### src/rtl/biu_pkg.sv
// Shared types and constants for the bus interface unit.
package biu_pkg;

    typedef enum logic [1:0] {
        IDLE    = 2'd0,
        ADDR    = 2'd1,
        DATA    = 2'd2,
        RECOVER = 2'd3
    } biu_state_t;

    localparam int WAIT_CNT_W = 4;

    // Bus strobe levels while no cycle is in progress
    localparam logic ALE_OFF  = 1'b0;
    localparam logic N_ME_OFF = 1'b1;
    localparam logic N_OE_OFF = 1'b1;
    localparam logic RN_W_OFF = 1'b1;
    localparam logic ENB_OFF  = 1'b0;

    function automatic int tmo_cnt_w(input int timeout);
        return $clog2(timeout + 1);
    endfunction

endpackage

### src/rtl/biu_wait_timer.sv
// Data-phase wait-state down-counter and optional nWait timeout up-counter.
// The timeout counter exists only when BIU_TIMEOUT_EN is defined.
module biu_wait_timer
    import biu_pkg::*;
#(
    parameter int WAIT_MIN = 0,
    parameter int TIMEOUT  = 15
) (
    input  logic i_clk,
    input  logic i_rst,
    input  logic i_load,
    input  logic i_active,
    input  logic i_n_wait,
    output logic o_done,
    output logic o_timed_out
);

    logic [WAIT_CNT_W-1:0] r_wait_cnt;

    // Minimum wait states: loaded in the address phase, counted down in data
    always_ff @(posedge i_clk or posedge i_rst) begin
        if (i_rst) begin
            r_wait_cnt <= '0;
        end else if (i_load) begin
            r_wait_cnt <= WAIT_CNT_W'(WAIT_MIN);
        end else if (i_active && (r_wait_cnt != '0)) begin
            r_wait_cnt <= r_wait_cnt - 1'b1;
        end
    end

    assign o_done = i_active && (r_wait_cnt == '0) && i_n_wait;

`ifdef BIU_TIMEOUT_EN
    localparam int TMO_W = tmo_cnt_w(TIMEOUT);

    logic [TMO_W-1:0] r_tmo_cnt;
    logic [TMO_W-1:0] w_tmo_inc;

    assign w_tmo_inc = (r_tmo_cnt == TMO_W'(TIMEOUT)) ? r_tmo_cnt : r_tmo_cnt + 1'b1;

    // Consecutive nWait-low cycles, saturating at TIMEOUT
    always_ff @(posedge i_clk or posedge i_rst) begin
        if (i_rst) begin
            r_tmo_cnt <= '0;
        end else if (i_load) begin
            r_tmo_cnt <= '0;
        end else if (i_active) begin
            r_tmo_cnt <= i_n_wait ? '0 : w_tmo_inc;
        end
    end

    // The edge on which the count reaches TIMEOUT ends the data phase
    assign o_timed_out = i_active && !i_n_wait && (w_tmo_inc == TMO_W'(TIMEOUT));
`else
    assign o_timed_out = 1'b0;
`endif

endmodule

### src/rtl/bus_interface_unit.sv
// Multiplexed address/data bus controller with request/response handshake.
// Optional nWait timeout with error response: define BIU_TIMEOUT_EN.
module bus_interface_unit
    import biu_pkg::*;
#(
    parameter int DATA_W   = 16,
    parameter int ADDR_W   = 16,
    parameter int WAIT_MIN = 0,
    parameter int TIMEOUT  = 15
) (
    input  logic              i_clk,
    input  logic              i_rst,
    input  logic              i_req_valid,
    output logic              o_req_ready,
    input  logic              i_req_write,
    input  logic [ADDR_W-1:0] i_req_addr,
    input  logic [DATA_W-1:0] i_req_wdata,
    output logic              o_rsp_valid,
    output logic [DATA_W-1:0] o_rsp_rdata,
    output logic              o_rsp_err,
    output logic [DATA_W-1:0] o_data_out,
    input  logic [DATA_W-1:0] i_data_in,
    output logic              o_ale,
    output logic              o_n_me,
    output logic              o_n_oe,
    output logic              o_rn_w,
    output logic              o_enb,
    input  logic              i_n_wait
);

    biu_state_t        r_state;
    biu_state_t        w_nxt_state;
    logic              r_write;
    logic [DATA_W-1:0] r_wdata;
    logic              w_done;
    logic              w_timed_out;
    logic              w_ale, w_n_me, w_n_oe, w_rn_w, w_enb;
    logic [DATA_W-1:0] w_dout;

    biu_wait_timer #(
        .WAIT_MIN (WAIT_MIN),
        .TIMEOUT  (TIMEOUT)
    ) u_wait_timer (
        .i_clk       (i_clk),
        .i_rst       (i_rst),
        .i_load      (r_state == ADDR),
        .i_active    (r_state == DATA),
        .i_n_wait    (i_n_wait),
        .o_done      (w_done),
        .o_timed_out (w_timed_out)
    );

    // State register
    always_ff @(posedge i_clk or posedge i_rst) begin
        if (i_rst) begin
            r_state <= IDLE;
        end else begin
            r_state <= w_nxt_state;
        end
    end

    // Next-state logic
    always_comb begin
        w_nxt_state = r_state;
        case (r_state)
            IDLE:    if (i_req_valid) w_nxt_state = ADDR; else w_nxt_state = IDLE;
            ADDR:    w_nxt_state = DATA;
            DATA:    if (w_done || w_timed_out) w_nxt_state = RECOVER; else w_nxt_state = DATA;
            RECOVER: w_nxt_state = IDLE;
            default: w_nxt_state = IDLE;
        endcase
    end

    // Strobes are decoded from the upcoming state so they register cleanly;
    // ADDR is only entered from IDLE, so the live request feeds its outputs
    always_comb begin
        w_ale  = ALE_OFF;
        w_n_me = N_ME_OFF;
        w_n_oe = N_OE_OFF;
        w_rn_w = RN_W_OFF;
        w_enb  = ENB_OFF;
        w_dout = '0;
        case (w_nxt_state)
            ADDR: begin
                w_ale  = 1'b1;
                w_enb  = 1'b1;
                w_rn_w = ~i_req_write;
                w_dout = DATA_W'(i_req_addr);
            end
            DATA: begin
                w_n_me = 1'b0;
                w_rn_w = ~r_write;
                w_n_oe = r_write;
                w_enb  = r_write;
                w_dout = r_write ? r_wdata : '0;
            end
            default: begin
                w_dout = '0;
            end
        endcase
    end

    // Request latch, taken only when accepted in IDLE
    always_ff @(posedge i_clk or posedge i_rst) begin
        if (i_rst) begin
            r_write <= 1'b0;
            r_wdata <= '0;
        end else if ((r_state == IDLE) && i_req_valid) begin
            r_write <= i_req_write;
            r_wdata <= i_req_wdata;
        end
    end

    // Registered bus strobes and response
    always_ff @(posedge i_clk or posedge i_rst) begin
        if (i_rst) begin
            o_ale       <= ALE_OFF;
            o_n_me      <= N_ME_OFF;
            o_n_oe      <= N_OE_OFF;
            o_rn_w      <= RN_W_OFF;
            o_enb       <= ENB_OFF;
            o_data_out  <= '0;
            o_req_ready <= 1'b1;
            o_rsp_valid <= 1'b0;
            o_rsp_err   <= 1'b0;
            o_rsp_rdata <= '0;
        end else begin
            o_ale       <= w_ale;
            o_n_me      <= w_n_me;
            o_n_oe      <= w_n_oe;
            o_rn_w      <= w_rn_w;
            o_enb       <= w_enb;
            o_data_out  <= w_dout;
            o_req_ready <= (w_nxt_state == IDLE);
            o_rsp_valid <= (w_nxt_state == RECOVER);
            o_rsp_err   <= (w_nxt_state == RECOVER) && w_timed_out;
            if ((r_state == DATA) && w_done && !r_write) begin
                o_rsp_rdata <= i_data_in;
            end
        end
    end

endmodule

### config.mk
export PLATFORM = sky130hd
export DESIGN_NAME = bus_interface_unit
export DESIGN_NICKNAME = d
export VERILOG_FILES = /design/src/rtl/biu_pkg.sv /design/src/rtl/biu_wait_timer.sv /design/src/rtl/bus_interface_unit.sv
export SDC_FILE = /design/constraint.sdc
export NUM_CORES = 1
export LEC_CHECK = 0
export ABC_AREA = 0
export CORE_AREA = 3 3 92 94
export CTS_CLUSTER_SIZE = 30
export DETAILED_ROUTE_END_ITERATION = 8
export DIE_AREA = 0 0 95 97
export PLACE_DENSITY = 0.64
export SLEW_MARGIN = 40
export SYNTH_ARGS = -nofsm -noshare
export SYNTH_HDL_FRONTEND = slang
export SYNTH_HIERARCHICAL = 1
export SYNTH_SLANG_ARGS = --single-unit
### constraint.sdc
create_clock -name i_clk -period 2.4 [get_ports i_clk]
set_input_delay 0.48 -clock i_clk [delete_from_list [all_inputs] [get_ports i_clk]]
set_output_delay 0.48 -clock i_clk [all_outputs]
set_load 0.02 [all_outputs]
==> results.tsv, run 1 <==
stage	metric	value	unit
floorplanning	row cnt	32	
synthesis	syn nets	252	
power	cell leakage power	1.72	nW
clocking	cts hold-fix bufs	0	
final_layout	most frequent cells in the layout	92 x clkdlybuf4s50_1, 59 x dfrtp_1, 25 x mux2_2	
detailed_routing	Routed Antenna Nets	0	
worst_setup_path	Critical Path RT	2.65	ns
detailed_routing	wire length per cell	14.6	µm
power	Switch Pwr	1.66	mW
worst_setup_path	Setup crit start	u_wait_timer/r_wait_cnt[0]	
placed_design	# port buffers	92	
clocking	# clock sinks	63	
clocking	Clock Path Buffers	2	
timing	fmax	448	MHz
timing	Worst slew margin	53.5	%
timing	clk_skew	0.0132	ns
timing	Final Critical Period	2.23	ns
detailed_routing	via count	1820	
floorplanning	Top-Level Pins	93	
timing	RSZ-0062 raised after global routing	yes	
global_routing	total track usage	13.3	%
detailed_routing	Pre-antenna DRT Iters	5	
global_routing	vias in the first global route	1891	
synthesis	#FFs+latches synth	63	
timing	setup TNS	0	ns
detailed_routing	WL final	5720	µm
worst_setup_path	FF-to-FF Start	u_wait_timer/r_wait_cnt[0]	
flow_run	maxcap violations	0	
synthesis	Post-Syn Instances	188	
final_layout	# fillers	680	
timing	fin. max-slew vios	0	
power	total power	4.81	mW
floorplanning	core box area	0.00773	mm²
worst_setup_path	most used cell, CP	o21ai_0	
worst_setup_path	max incr delay on CP	0.41	ns
worst_hold_path	worst hold path class	in2async	
worst_setup_path	crit end category	flip-flop	
final_layout	Antenna diodes	0	
power	Clk pwr share	17.5	%
power	Int Power	3.14	mW
outcome	outcome	completed	
synthesis	syn avg cell area	14.3	µm²
power	PD cells	1230	mW/mm²
timing	measured slew at the worst slew-check pin	0.697	ns
synthesis	register area share after synthesis	59.0	%
final_layout	Layout area overhead	46.1	%
clocking	Worst-path clk slew	0.07	ns
floorplanning	die extent in y	97	µm
synthesis	Synth area leaders	dfrtp_1 55%, mux2_2 10%, mux2_4 5.6%	
power	switching part of the total	34.6	%
clocking	Post CTS Setup Buffer Count	0	
worst_setup_path	Critical Path AT	2.48	ns
synthesis	Synth area leader	dfrtp_1	
clocking	CTS root buffer	clkbuf_8	
final_layout	layout cells sized above 1	24.1	%
worst_setup_path	CP Launch Type	flip-flop	
global_routing	initial antenna violation count	0	
power	sequential power share	35.5	%
floorplanning	Horiz. Die Dim	95	µm
worst_setup_path	CP max FO	17	
synthesis	Syn. warnings	6	
placed_design	HPWL Detailed	4070	µm
worst_setup_path	CP cell instances	inv_1, ha_1, nor2b_4, and4_2, o21ai_0, o21ai_0, ha_4, a32oi_1, nor2b_1	
clocking	CTS buffer count	9	
power	worst vdd ir	0.433	mV
worst_setup_path	slowest CP cell	dfrtp_1	
synthesis	Distinct cells, synth	31	
synthesis	Synth top area share	55.0	%
clocking	# H-tree levels	3	
power	Logic pwr share	47.1	%
timing	final hold vios	0	
global_routing	total grt overflow	0	
detailed_routing	drt via density	4.63	
detailed_routing	DRC viols	0	
floorplanning	Die ar.	0.00922	mm²
synthesis	Post-Syn Area	0.00268	mm²
timing	Setup violations, final	0	
clocking	CTS tree	yes	
global_routing	first-pass GRT wire length	9430	µm
placed_design	routability cong.	0.689	
detailed_routing	initial DRC count	39	
final_layout	most common cell after layout, fill and taps aside	clkdlybuf4s50_1	
floorplanning	initial core utilization	34.7	%
worst_setup_path	Setup CP Type	reg2reg	
clocking	Skew-Pair Late Insertion Delay	0.33	ns
timing	post-route clock period utilization	93.0	%
final_layout	utilization after layout	50.7	%
final_layout	Nets	351	
global_routing	pin count of the biggest net entering global routing	60	
kinds of logic (layout without fill, tap and decap cells):
logic type | Yosys count | in the layout | synth area share [%]
buf+inv | 19 | 122 | 3.73
simple gates | 36 | 36 | 8.77
flops | 63 | 63 | 59.0
mux | 36 | 36 | 16.5
compound gates | 22 | 22 | 6.81
other cells | 1 | 1 | 0.140
fa+ha+maj | 11 | 11 | 5.13
synth_stat cells:
cell type,count
a21oi_1,1
a32oi_1,16
or3_1,1
dfrtp_1,59
o21a_1,1
nand2_2,1
mux2_4,10
a21boi_2,1
inv_1,9
nor2b_1,17
ha_1,11
clkbuf_8,1
a21oi_2,1
buf_6,1
buf_4,1
buf_2,6
and2_1,1
nand2b_1,2
nor4b_2,1
nor2b_4,1
o21ai_0,2
nand3_1,1
and4_2,1
clkbuf_1,1
conb_1,1
mux2i_1,1
dfstp_2,4
nand3b_4,1
nand2_1,3
mux2_2,25
nor2_1,6
state kept, by name, summed over array words and instances, names as in the netlist:
signal,flops
o_ale,1
u_wait_timer/r_wait_cnt,4
o_rsp_rdata,16
o_rsp_valid,1
r_state,2
o_rn_w,1
o_rsp_err,1
o_enb,1
o_n_oe,1
o_req_ready,1
r_write,1
o_data_out,16
r_wdata,16
o_n_me,1
layout make-up:
cell class	count	area (µm²)	area share [%]
Clock inverter	3	17.5	0.447
Clock buffer	12	165	4.21
Timing Repair Buffer	98	978	25.0
Multi-Input combinational cell	106	1020	25.9
Inverter	9	33.8	0.862
Tap cell	102	128	3.26
Sequential cell	63	1580	40.3
power groups by stage:
| stage | clock, mW | combinational (mW) | sequential, mW |
|---|---|---|---|
| 6_report | 0.840 | 2.26 | 1.70 |
| 5_1_grt | 0.907 | 2.47 | 1.75 |
| 4_1_cts | 0.868 | 2.26 | 1.71 |
| 3_5_place_dp | 0 | 2.26 | 1.72 |
| 3_3_place_gp | 0 | 2.22 | 1.71 |
| 2_1_floorplan | 0 | 1.20 | 1.92 |
worst paths after layout:
kind	end	slack, ns	depth (start not counted)
worst min register to register	o_rsp_rdata[2]	0.50	1
min in group i_clk	o_rsp_rdata[2]	0.50	1
worst max register to register	o_data_out[12]	0.17	9
worst min-delay path	u_wait_timer/r_wait_cnt[2]	0.39	2
max in group asynchronous	o_n_me	1.52	3
worst max-delay path	o_data_out[12]	0.17	9
critical path: cells and delay by family (launching register included):
kind	cells	cell delay, ns
adder cells (fa/ha/maj)	2	0.52
buffers and inverters	1	0.11
AO/OA/AOI/OAI	3	0.56
AND/OR/NAND/NOR	3	0.56
flip-flops	1	0.41
metal layers:
layer	track usage [%]	share of wire, %	vias to the layer above
met1	17.4	45	886
met2	20.8	47	73
li1	-	-	853
met5	0	0	-
met4	5.33	1.7	0
met3	3.34	6.7	8
metrics by stage:
stage	instances	hold WS (ns)	setup slack, ns	area (µm²)
after floorplan	188	0.246	0.155	2680
after global placement	378	0.487	-0.0525	3720
after detailed placement	378	0.492	-0.151	3720
after CTS	393	0.380	0.0422	3910
after global routing	393	0.416	-0.00999	3920
final	393	0.393	0.169	3920
repair_timing:
action                                  CTS  global route
endpoints found under the setup margin   17            18
pin swaps                                 0             1
gates resized for setup                   1             2
Note: power is estimated with default switching activity, not from simulation.
==> run 2: changes to the inputs <==
--- a/config.mk
+++ b/config.mk
@@ -6,11 +6,11 @@
 export NUM_CORES = 1
 export LEC_CHECK = 0
 export ABC_AREA = 0
-export CORE_AREA = 3 3 92 94
+export CORE_AREA = 3 3 91 93
 export CTS_CLUSTER_SIZE = 30
 export DETAILED_ROUTE_END_ITERATION = 8
-export DIE_AREA = 0 0 95 97
-export PLACE_DENSITY = 0.64
+export DIE_AREA = 0 0 94 96
+export PLACE_DENSITY = 0.65
 export SLEW_MARGIN = 40
 export SYNTH_ARGS = -nofsm -noshare
 export SYNTH_HDL_FRONTEND = slang
==> run 2 against run 1 <==
Cell area grew 0.64%. Hold slack lost 0.0030 ns. Global-route usage grew 0.30 points. Combinational power grew 8%. Critical path type unchanged. Largest cell class unchanged. Largest power group unchanged. Highest routed layer unchanged.
==> results.tsv, run 2 (synthesized netlist as in run 1, its figures left out) <==
stage	metric	value	unit
outcome	outcome	completed	
timing	fin. max-slew vios	0	
worst_setup_path	Critical Path RT	2.61	ns
worst_setup_path	most used cell, CP	ha_1	
worst_setup_path	slowest CP cell	dfrtp_1	
detailed_routing	WL final	5600	µm
flow_run	maxcap violations	0	
global_routing	total track usage	13.6	%
worst_setup_path	R2R Path End	o_data_out[15]	
clocking	Clock Path Buffers	2	
timing	post-route clock period utilization	91.9	%
clocking	# H-tree levels	3	
worst_setup_path	Reg2Reg Depth	10	
clocking	number of gates resized after cts	0	
global_routing	initial antenna violation count	0	
clocking	CTS buffer count	9	
worst_setup_path	crit end category	flip-flop	
clocking	CTS root buffer	clkbuf_8	
timing	Final Critical Period	2.21	ns
clocking	Worst-path clk slew	0.07	ns
clocking	CTS tree	yes	
floorplanning	die extent in y	96	µm
worst_setup_path	Critical Path AT	2.42	ns
clocking	cts hold-fix bufs	0	
floorplanning	core box area	0.00761	mm²
detailed_routing	initial DRC count	39	
worst_hold_path	worst hold path class	in2async	
worst_setup_path	FF-to-FF Start	u_wait_timer/r_wait_cnt[0]	
worst_setup_path	Setup CP Type	reg2reg	
floorplanning	Die ar.	0.00902	mm²
detailed_routing	via count	1784	
floorplanning	initial core utilization	35.3	%
global_routing	vias in the first global route	1926	
timing	fmax	453	MHz
worst_setup_path	CP Launch Type	flip-flop	
clocking	# clock sinks	63	
placed_design	placed cell area	0.00377	mm²
final_layout	Nets	352	
placed_design	routability cong.	0.675	
clocking	Skew-Pair Late Insertion Delay	0.32	ns
final_layout	layout cells sized above 1	23.3	%
floorplanning	Horiz. Die Dim	94	µm
worst_setup_path	Worst Path Buf+Inv	2	
worst_setup_path	max incr delay on CP	0.40	ns
worst_setup_path	CP max FO	19	
detailed_routing	Pre-antenna DRT Iters	4	
timing	Setup violations, final	0	
global_routing	first-pass GRT wire length	9340	µm
timing	RSZ-0062 raised after global routing	no	
global_routing	pin count of the biggest net entering global routing	60	
detailed_routing	wire length per cell	14.2	µm
timing	worst slack on hold paths	0.390	ns
timing	clk_skew	0.00592	ns
worst_setup_path	Crit path max-delay family	simple AND/OR/NAND/NOR gates	
detailed_routing	DRC viols	0	
timing	final hold vios	0	
final_layout	most common cell after layout, fill and taps aside	clkdlybuf4s50_1	
final_layout	Largest regs	o_data_out: 16 flops, o_rsp_rdata: 16 flops, r_wdata: 16 flops	
placed_design	# port buffers	92	
detailed_routing	drt via density	4.53	
placed_design	HPWL Detailed	3990	µm
power	cell leakage power	1.74	nW
final_layout	Layout area overhead	47.1	%
final_layout	Antenna diodes	0	
floorplanning	Top-Level Pins	93	
worst_setup_path	R2R Setup Slk	0.19	ns
detailed_routing	Routed Antenna Nets	0	
final_layout	most frequent cells in the layout	92 x clkdlybuf4s50_1, 59 x dfrtp_1, 25 x mux2_2	
worst_setup_path	CP cell instances	inv_1, ha_1, nor2b_4, and4_2, o21ai_1, o21a_1, ha_1, buf_12, a32oi_1, nor2b_1	
final_layout	design area	0.00395	mm²
global_routing	total grt overflow	0	
timing	setup TNS	0	ns
power	PD cells	1250	mW/mm²
power	worst vdd ir	0.499	mV
floorplanning	row cnt	32	
clocking	Post CTS Setup Buffer Count	0	
## run 2: worst max-delay path by stage
| stage | end | slack, ns | cells after the start | start |
|---|---|---|---|---|
| 3_5_place_dp | o_data_out[8] | 0.05 | 7 | i_n_wait |
| 4_1_cts | o_data_out[9] | 0.12 | 10 | u_wait_timer/r_wait_cnt[0] |
| 3_3_place_gp | o_data_out[11] | 0.06 | 7 | i_n_wait |
| 2_1_floorplan | o_data_out[13] | 0.16 | 11 | u_wait_timer/r_wait_cnt[0] |
| 6_report | o_data_out[15] | 0.19 | 10 | u_wait_timer/r_wait_cnt[0] |
| 5_1_grt | o_data_out[9] | 0.01 | 10 | u_wait_timer/r_wait_cnt[0] |
## run 2: power by group
part / switching (mW) / internal [mW] / total, mW / leakage, nW
Combinational: 1.10 / 1.33 / 2.43 / 0.852
Sequential: 0.178 / 1.48 / 1.66 / 0.791
Clock: 0.372 / 0.467 / 0.839 / 0.0957
Total: 1.65 / 3.28 / 4.93 / 1.74
## run 2: area by class of cell
type                            instances  area [µm²]
Clock buffer                           10         128
Clock inverter                          5        50.0
Fill cell                             679        3660
Inverter                                9        33.8
Multi-Input combinational cell        106        1000
Sequential cell                        63        1580
Tap cell                              102         128
Timing Repair Buffer                   99        1020
## run 2: layer usage
metal	wire length, µm	share of wire [%]	vias to the layer above	track usage, %
li1	-	-	856	-
met1	2350	42	870	16.6
met2	2880	51	51	22.2
met3	295	5.3	7	3.83
met4	73	1.3	0	6.50
met5	0	0	-	0
## run 2: per-stage QoR
| step | power [mW] | utilization [%] | setup slack [ns] | std cells |
|---|---|---|---|---|
| final | 4.93 | 51.9 | 0.193 | 394 |
| after global routing | 5.31 | 51.9 | 0.0145 | 394 |
| after CTS | 5.02 | 51.9 | 0.122 | 394 |
| after detailed placement | 4.15 | 49.5 | 0.0480 | 379 |
| after global placement | 4.12 | 49.5 | 0.0604 | 379 |
| after floorplan | 3.12 | - | 0.155 | 188 |
